### src/rtl/act_bit_packer.sv
// Packs binarized activations into PW-bit feature-map RAM words.
// Build option: ACT_PACK_MSB_FIRST_EN selects MSB-first bit placement.
module act_bit_packer #(
  parameter int PW = 16,
  parameter int AW = 10,
  parameter int LW = 16
) (
  input  logic          iCLK,
  input  logic          iRST,
  input  logic          iSTART,
  input  logic [LW-1:0] iLEN,
  input  logic [AW-1:0] iBASE,
  input  logic          iEN,
  input  logic          iDATA,
  output logic          oWR_EN,
  output logic [AW-1:0] oWR_ADDR,
  output logic [PW-1:0] oWR_DATA,
  output logic          oBUSY,
  output logic          oDONE,
  output logic          oERR
);

  localparam int IW = $clog2(PW);

  typedef enum logic [1:0] {
    IDLE,
    PACK,
    LAST
  } state_t;

  state_t state, stateNext;

  logic [LW-1:0] len;
  logic [LW-1:0] bitCnt;
  logic [AW-1:0] addr;
  logic [IW-1:0] wIdx;
  logic [IW-1:0] pos;
  logic [PW-1:0] shreg;
  logic [PW-1:0] word;
  logic          take;
  logic          lastBit;
  logic          wordFull;
  logic          flush;
  logic          protoErr;
  logic          startOk;
  logic          wrEn;
  logic [AW-1:0] wrAddr;
  logic [PW-1:0] wrData;
  logic          done;
  logic          err;

  always_ff @(posedge iCLK) begin
    if (iRST) state <= IDLE;
    else      state <= stateNext;
  end

  always_comb begin
    stateNext = state;
    take      = 1'b0;
    lastBit   = 1'b0;
    protoErr  = 1'b0;
    startOk   = 1'b0;
`ifdef ACT_PACK_MSB_FIRST_EN
    pos       = IW'(PW - 1) - wIdx;
`else
    pos       = wIdx;
`endif
    word      = shreg | (PW'(iDATA) << pos);
    wordFull  = (wIdx == IW'(PW - 1));
    unique case (state)
      IDLE: begin
        protoErr = iEN;
        if (iSTART) begin
          startOk   = 1'b1;
          stateNext = (iLEN == '0) ? LAST : PACK;
        end
      end
      PACK: begin
        protoErr = iSTART;
        if (iEN) begin
          take    = 1'b1;
          lastBit = ((bitCnt + LW'(1)) == len);
          if (lastBit) stateNext = LAST;
        end
      end
      LAST: begin
        protoErr  = iSTART | iEN;
        stateNext = IDLE;
      end
      default: stateNext = IDLE;
    endcase
    flush = take & (wordFull | lastBit);
  end

  always_ff @(posedge iCLK) begin
    if (iRST) begin
      len    <= '0;
      bitCnt <= '0;
      addr   <= '0;
      wIdx   <= '0;
      shreg  <= '0;
      wrEn   <= 1'b0;
      wrAddr <= '0;
      wrData <= '0;
      done   <= 1'b0;
      err    <= 1'b0;
    end else begin
      wrEn <= flush;
      done <= (stateNext == LAST) && (state != LAST);
      err  <= err | protoErr;
      if (startOk) begin
        len    <= iLEN;
        addr   <= iBASE;
        bitCnt <= '0;
        wIdx   <= '0;
        shreg  <= '0;
      end
      if (take) begin
        bitCnt <= bitCnt + LW'(1);
        // a flushed word restarts from zero so padding is free
        if (flush) begin
          wrData <= word;
          wrAddr <= addr;
          addr   <= addr + AW'(1);
          shreg  <= '0;
          wIdx   <= '0;
        end else begin
          shreg <= word;
          wIdx  <= wIdx + IW'(1);
        end
      end
    end
  end

  assign oWR_EN   = wrEn;
  assign oWR_ADDR = wrAddr;
  assign oWR_DATA = wrData;
  assign oBUSY    = (state != IDLE);
  assign oDONE    = done;
  assign oERR     = err;

endmodule
### config.mk
export PLATFORM = sky130hd
export DESIGN_NAME = act_bit_packer
export DESIGN_NICKNAME = d
export VERILOG_FILES = /design/src/rtl/act_bit_packer.sv
export SDC_FILE = /design/constraint.sdc
export NUM_CORES = 1
export LEC_CHECK = 0
export CORE_MARGIN = 8
export CORE_UTILIZATION = 51
export CTS_CLUSTER_DIAMETER = 50
export DETAILED_ROUTE_END_ITERATION = 8
export PLACE_DENSITY = 0.77
export SLEW_MARGIN = 20
export SYNTH_ARGS = -nofsm -noshare
export SYNTH_HDL_FRONTEND = slang
export SYNTH_SLANG_ARGS = --single-unit
export TNS_END_PERCENT = 50
### constraint.sdc
create_clock -name iCLK -period 4.1 [get_ports iCLK]
set_input_delay 0.615 -clock iCLK [delete_from_list [all_inputs] [get_ports iCLK]]
set_output_delay 0.615 -clock iCLK [all_outputs]
set_load 0.1 [all_outputs]
; Word level (Yosys, flattened, before mapping)
; Index checks and enable logic that the tools add are counted.
[op_classes]
add_sub_neg = 3
eq_ne = 6
shifts = 1
mux = 22
bitwise_logic = 5
n_reduce_logical = 6
[ops]
columns = cell, count
row1 = 16-bit 2-to-1 mux, 4
row2 = 10-bit 2-to-1 mux, 3
row3 = "16-bit by 1-bit adder with 16-bit output, second input constant", 1
row4 = 16-bit equality test, 1
row5 = 16-bit logical NOT, 1
row6 = 16-bit bitwise OR, 1
row7 = 1-bit by 4-bit << shifter with 16-bit output, 1
row8 = 4-bit 2-to-1 mux, 3
row9 = "10-bit by 1-bit adder with 10-bit output, second input constant", 1
row10 = 2-bit 2-to-1 mux, 4
row11 = 1-bit 2-to-1 mux, 6
row12 = "4-bit by 1-bit adder with 4-bit output, second input constant", 1
row13 = "2-bit equality test, second input constant", 2
row14 = "4-bit equality test, second input constant", 1
row15 = 2-bit case mux with 2 select lines, 1
row16 = 2-bit nonzero test, 2
row17 = 1-bit bitwise OR, 3
row18 = 1-bit case mux with 3 select lines, 1
row19 = "2-bit by 1-bit equality test with 1-bit output, second input constant", 1
row20 = 2-bit logical NOT, 1
row21 = "2-bit inequality test, second input constant", 1
row22 = 2-bit AND reduction, 1
row23 = 1-bit AND, 1
row24 = 1-bit logical AND, 1
[totals]
register_bits = 93
input_bits = 31
output_inout_bits = 30
elab_cells = 54

; Logic depth before layout (Yosys ltp)
; Gate-level depths: netlist of the first run.
[depth]
depth_word = 8
ltp_mapped = 14
depth_no_buf = 9

; Worst setup path after synthesis of the first run
; Ideal clock, no wire load.
[synth_path]
path_kind = register to register
startpoint = reg bitCnt[0]
endpoint = reg addr[5]
setup_ns = 0.074
t_arrival_ns = 2.652
t_required_ns = 4.026
slack_ns = 1.374
path_stages_with_launch = 13
path_buffers = 3
period_less_slack_ns = 2.726
path_cell_list = dfxtp_1 > ha_1 > buf_4 > and3_1 > buf_4 > nand3_4 > or3_1 > a22o_1 > and4b_1 > buf_4 > a21oi_4 > or4_1 > a31oi_1
[synth_between]
elab_chain_len = 8
[synth_lines]
columns = element, line_no
row1 = "start, declared", 34  ; logic [LW-1:0] bitCnt;
row2 = "start signal, assigned", 119  ; bitCnt <= bitCnt + LW'(1);
row3 = 16-bit by 1-bit adder with 16-bit output, 82  ; lastBit = ((bitCnt + LW'(1)) == len);
row4 = 16-bit equality test, 82
row5 = 1-bit 2-to-1 mux, 80  ; if (iEN) begin
row6 = 1-bit 2-to-1 mux, 70  ; unique case (state)
row7 = 1-bit bitwise OR, 92  ; flush = take & (wordFull | lastBit);
row8 = 1-bit AND, 92
row9 = 10-bit 2-to-1 mux, 121  ; if (flush) begin
row10 = 10-bit 2-to-1 mux, 118  ; if (take) begin
row11 = "end signal, assigned", 113  ; addr <= iBASE;
row12 = "end signal, assigned", 124  ; addr <= addr + AW'(1);
row13 = "end, declared", 35  ; logic [AW-1:0] addr;
; No other way between the ends.
; A chain may end at the register's enable or synchronous reset.

; Worst setup path in the final report of the first run
[layout_path]
startpoint = reg bitCnt[0]
endpoint = reg wrAddr[8], in the netlist oWR_ADDR[8]
[layout_between]
elab_chain_len = 7
[layout_lines]
columns = element, line_no
row1 = 16-bit by 1-bit adder with 16-bit output, 82
row2 = 16-bit equality test, 82
row3 = 1-bit 2-to-1 mux, 80
row4 = 1-bit 2-to-1 mux, 70
row5 = 1-bit bitwise OR, 92
row6 = 1-bit AND, 92
row7 = 2-bit AND reduction (no source line), --
row8 = "end signal, assigned", 123  ; wrAddr <= addr;
row9 = "end, declared", 47  ; logic [AW-1:0] wrAddr;
; No other way between the ends.

==> impl_results.md, run 1 <==
* Diode count at 0
* Post-CTS setup buffers at 0
* GRT overflow at 0
* Share of cells above drive strength 1 at roughly 7.1%
* WS Path Type: reg -> reg
* FF/Latch Area at 0.001862 mm²
* Post-synth EDFFs at 0
* Worst Path Arrival at 3830 ps
* Fill count at 832
* Yosys cell types at 66
* Final non-filler cell total at approximately 730
* Yosys reg bits at 93
* Clock-pin slew on the worst setup and hold paths at 110 ps
* Crit Path Max Fanout at 23
* Vias in the first global route at 4,215
* Final wirelength at 12,400 µm
* Post-synthesis net count at 619
* Status: finished, final reports clean
* 1st-iter DRT viols at 371
* Footprint of the multi-input gates at 0.002608 mm²
* Main synth FF type: dfxtp_1
* Worst hold slack at 472.2 ps
* Worst-margin pin slew at 1037 ps
* Count leader, synth: dfxtp_1
* IO Port Bufs at 60
* Fin. Hold Viols at 0
* Clk root buf: clkbuf_8
* Fin nets at 651
* Placed cell count at 717
* Longest Clk Path Bufs at 2
* CTS tree: done
* Worst Hold Class: reg -> reg
* Avg Vias per Cell at 6.123
* Area after DPL at around 0.0053 mm²
* Delay-heaviest family, CP: simple AND/OR/NAND/NOR gates
* Critical Path Source Type: flip-flop
* Cell area after synthesis at 0.004721 mm²
* RSZ-0062 raised after global routing: no
* CTS H-Tree Depth at 3
* Crit path required time at 4400 ps
* Pwr dens at around 320 mW/mm²
* Final Critical Period at ~3500 ps
* TritonCTS buffer count at 9
* Final HPWL DP at 8819 µm
* Synth top area cells: dfxtp_1 39%, a21oi_1 8.5%, nand2_1 5.0%
* Core Area at approximately 0.0091 mm²
* CP endpoint kind: flip-flop
* Register area share after synthesis at roughly two fifths
* WL/cell at 16.91 µm
* # setup viols final at 0
* Worst-Skew Late Latency at 370 ps
* Final worst path period share at 86.27%
* Tot GR Track Use at 19.68%
* Post_cts resized at 0
* Placement row count at 35
* Top cells by count, synth: 93 x dfxtp_1, 80 x a21oi_1, 63 x nand2_1
* Post-synth top area share at 39.44%
* Router iterations before antenna repair at 5
* IO Count at 61
* Syn Inst Count at 585
* Overall power at 1.763 mW
* Post-synth top area cell: dfxtp_1
* Area delta synth->final at 16.17%
* MaxCap Viol Count at 0
* DIE AREA at 0.01259 mm²
* Peak supply drop at just over 200 µV
* Crit path largest cell delay at 680 ps
* Final instance area at between 0.005 and 0.006 mm²
* CP Buf/Inv Count at 1
* Initial antenna violation count at 0
* Die H at 112.2 µm
* Largest net degree at the start of global routing at 63
* Crit-path cells: ha_1 -> and3_1 -> nand3_4 -> or3_1 -> a22o_1 -> and4b_1 -> a21o_1 -> buf_4 -> nand3_1 -> a21oi_1
* Synthesized area per cell at 8.070 µm²
* Antenna Nets Post-Route at 0
* DR DRC count at 0
* Max Transition Viols Final at 0
* Pleak at 1.769 nW
* Final setup TNS at 0 ps
* Final GP Congestion at roughly 0.92
* Hold buffer count at cts at 0
* Starting density of the core at 51.83%
* Horiz. Die Dim at 112.2 µm
* Clock skew at roughly 17 ps
* Synth warn at 0
* Slowest CP cell: a21o_1
* Sink Count at 93
* Max Fclk at 282.7 MHz
* Max_slew headroom at between 30 and 40%
* First-pass GRT wire length at between 20,000 and 25,000 µm
* Ys async rst share at 0%
* Total number of vias at 4,488
## kinds of logic (layout without fill, tap and decap cells)
| logic type | Yosys count | after routing | synth area share, % |
|---|---|---|---|
| compound gates | 189 | 189 | 25.26 |
| xor+xnor | 21 | 21 | 4.055 |
| fa+ha+maj | 3 | 3 | 0.7952 |
| buf+inv | 55 | 92 | 5.327 |
| flops | 93 | 93 | 39.44 |
| mux | 2 | 2 | 0.4241 |
| simple gates | 222 | 222 | 24.70 |
## per-stage QoR
stage	util (%)	worst slack (ps)
6_report	60.21	562.9
5_1_grt	60.21	312.8
4_1_cts	60.21	599.9
3_5_place_dp	58.20	607.1
3_3_place_gp	58.20	775.2
2_1_floorplan	-	1374
## sequential cells by signal, indices dropped and copies added (netlist names)
register	flops
bitCnt	16
len	16
oWR_DATA	16
shreg	16
addr	10
oWR_ADDR	10
pos	4
state	2
oDONE	1
oERR	1
oWR_EN	1
## routing by layer
metal  track usage, %  up-vias  routed length (µm)
li1                 -     2201                   -
met1            24.49     2139                5396
met2            32.88      131                6142
met3            4.509       17                 654
met4            6.385        0                 203
met5                0        -                   0
## worst reg2reg max path, delay by kind of cell (launching register included)
kind	cells	cell delay, ps
buffers and inverters	1	240
AO/OA/AOI/OAI	3	1040
AND/OR/NAND/NOR	5	1400
adder cells (fa/ha/maj)	1	340
flip-flops	1	460
## power breakdown
group | internal, mW | total [mW] | switching (mW)
Combinational | 0.0889 | 0.239 | 0.150
Clock | 0.230 | 0.579 | 0.349
Sequential | 0.923 | 0.946 | 0.0222
Total | 1.24 | 1.76 | 0.521
## area by class of cell
cell class                      count  area share, %
Multi-Input combinational cell    437          47.55
Sequential cell                    93          33.95
Timing Repair Buffer               70          12.23
Tap cell                          111          2.533
Clock buffer                        9          2.259
Clock inverter                      7          1.072
Inverter                            6         0.4107
## cell usage in the layout (no fill, tap or decap), drive strengths merged, types with 9 or more instances in the layout
cell,instances
a211oi,21
a21oi,82
buf,11
clkbuf,9
clkdlybuf4s50,59
dfxtp,93
inv,9
nand2,63
nand2b,11
nand3,35
nand4,10
nor2,41
o21ai,33
xnor2,13
## path summary, 6_finish.rpt
| kind | from | to | slack [ps] | cells past startpoint |
|---|---|---|---|---|
| max | bitCnt[0] | oWR_ADDR[8] | 560 | 10 |
| min | len[14] | len[14] | 470 | 2 |
| max reg2reg | bitCnt[0] | oWR_ADDR[8] | 560 | 10 |
| min reg2reg | len[14] | len[14] | 470 | 2 |
Note: power is estimated with default switching activity, not from simulation.
==> inputs of run 2 (changes only) <==
--- a/config.mk
+++ b/config.mk
@@ -8,6 +8,7 @@
 export CORE_MARGIN = 8
 export CORE_UTILIZATION = 51
 export CTS_CLUSTER_DIAMETER = 50
+export CTS_CLUSTER_SIZE = 20
 export DETAILED_ROUTE_END_ITERATION = 8
 export PLACE_DENSITY = 0.77
 export SLEW_MARGIN = 20
==> results of run 2 <==
Final layout, timing and power as in run 1 (identical DEF).
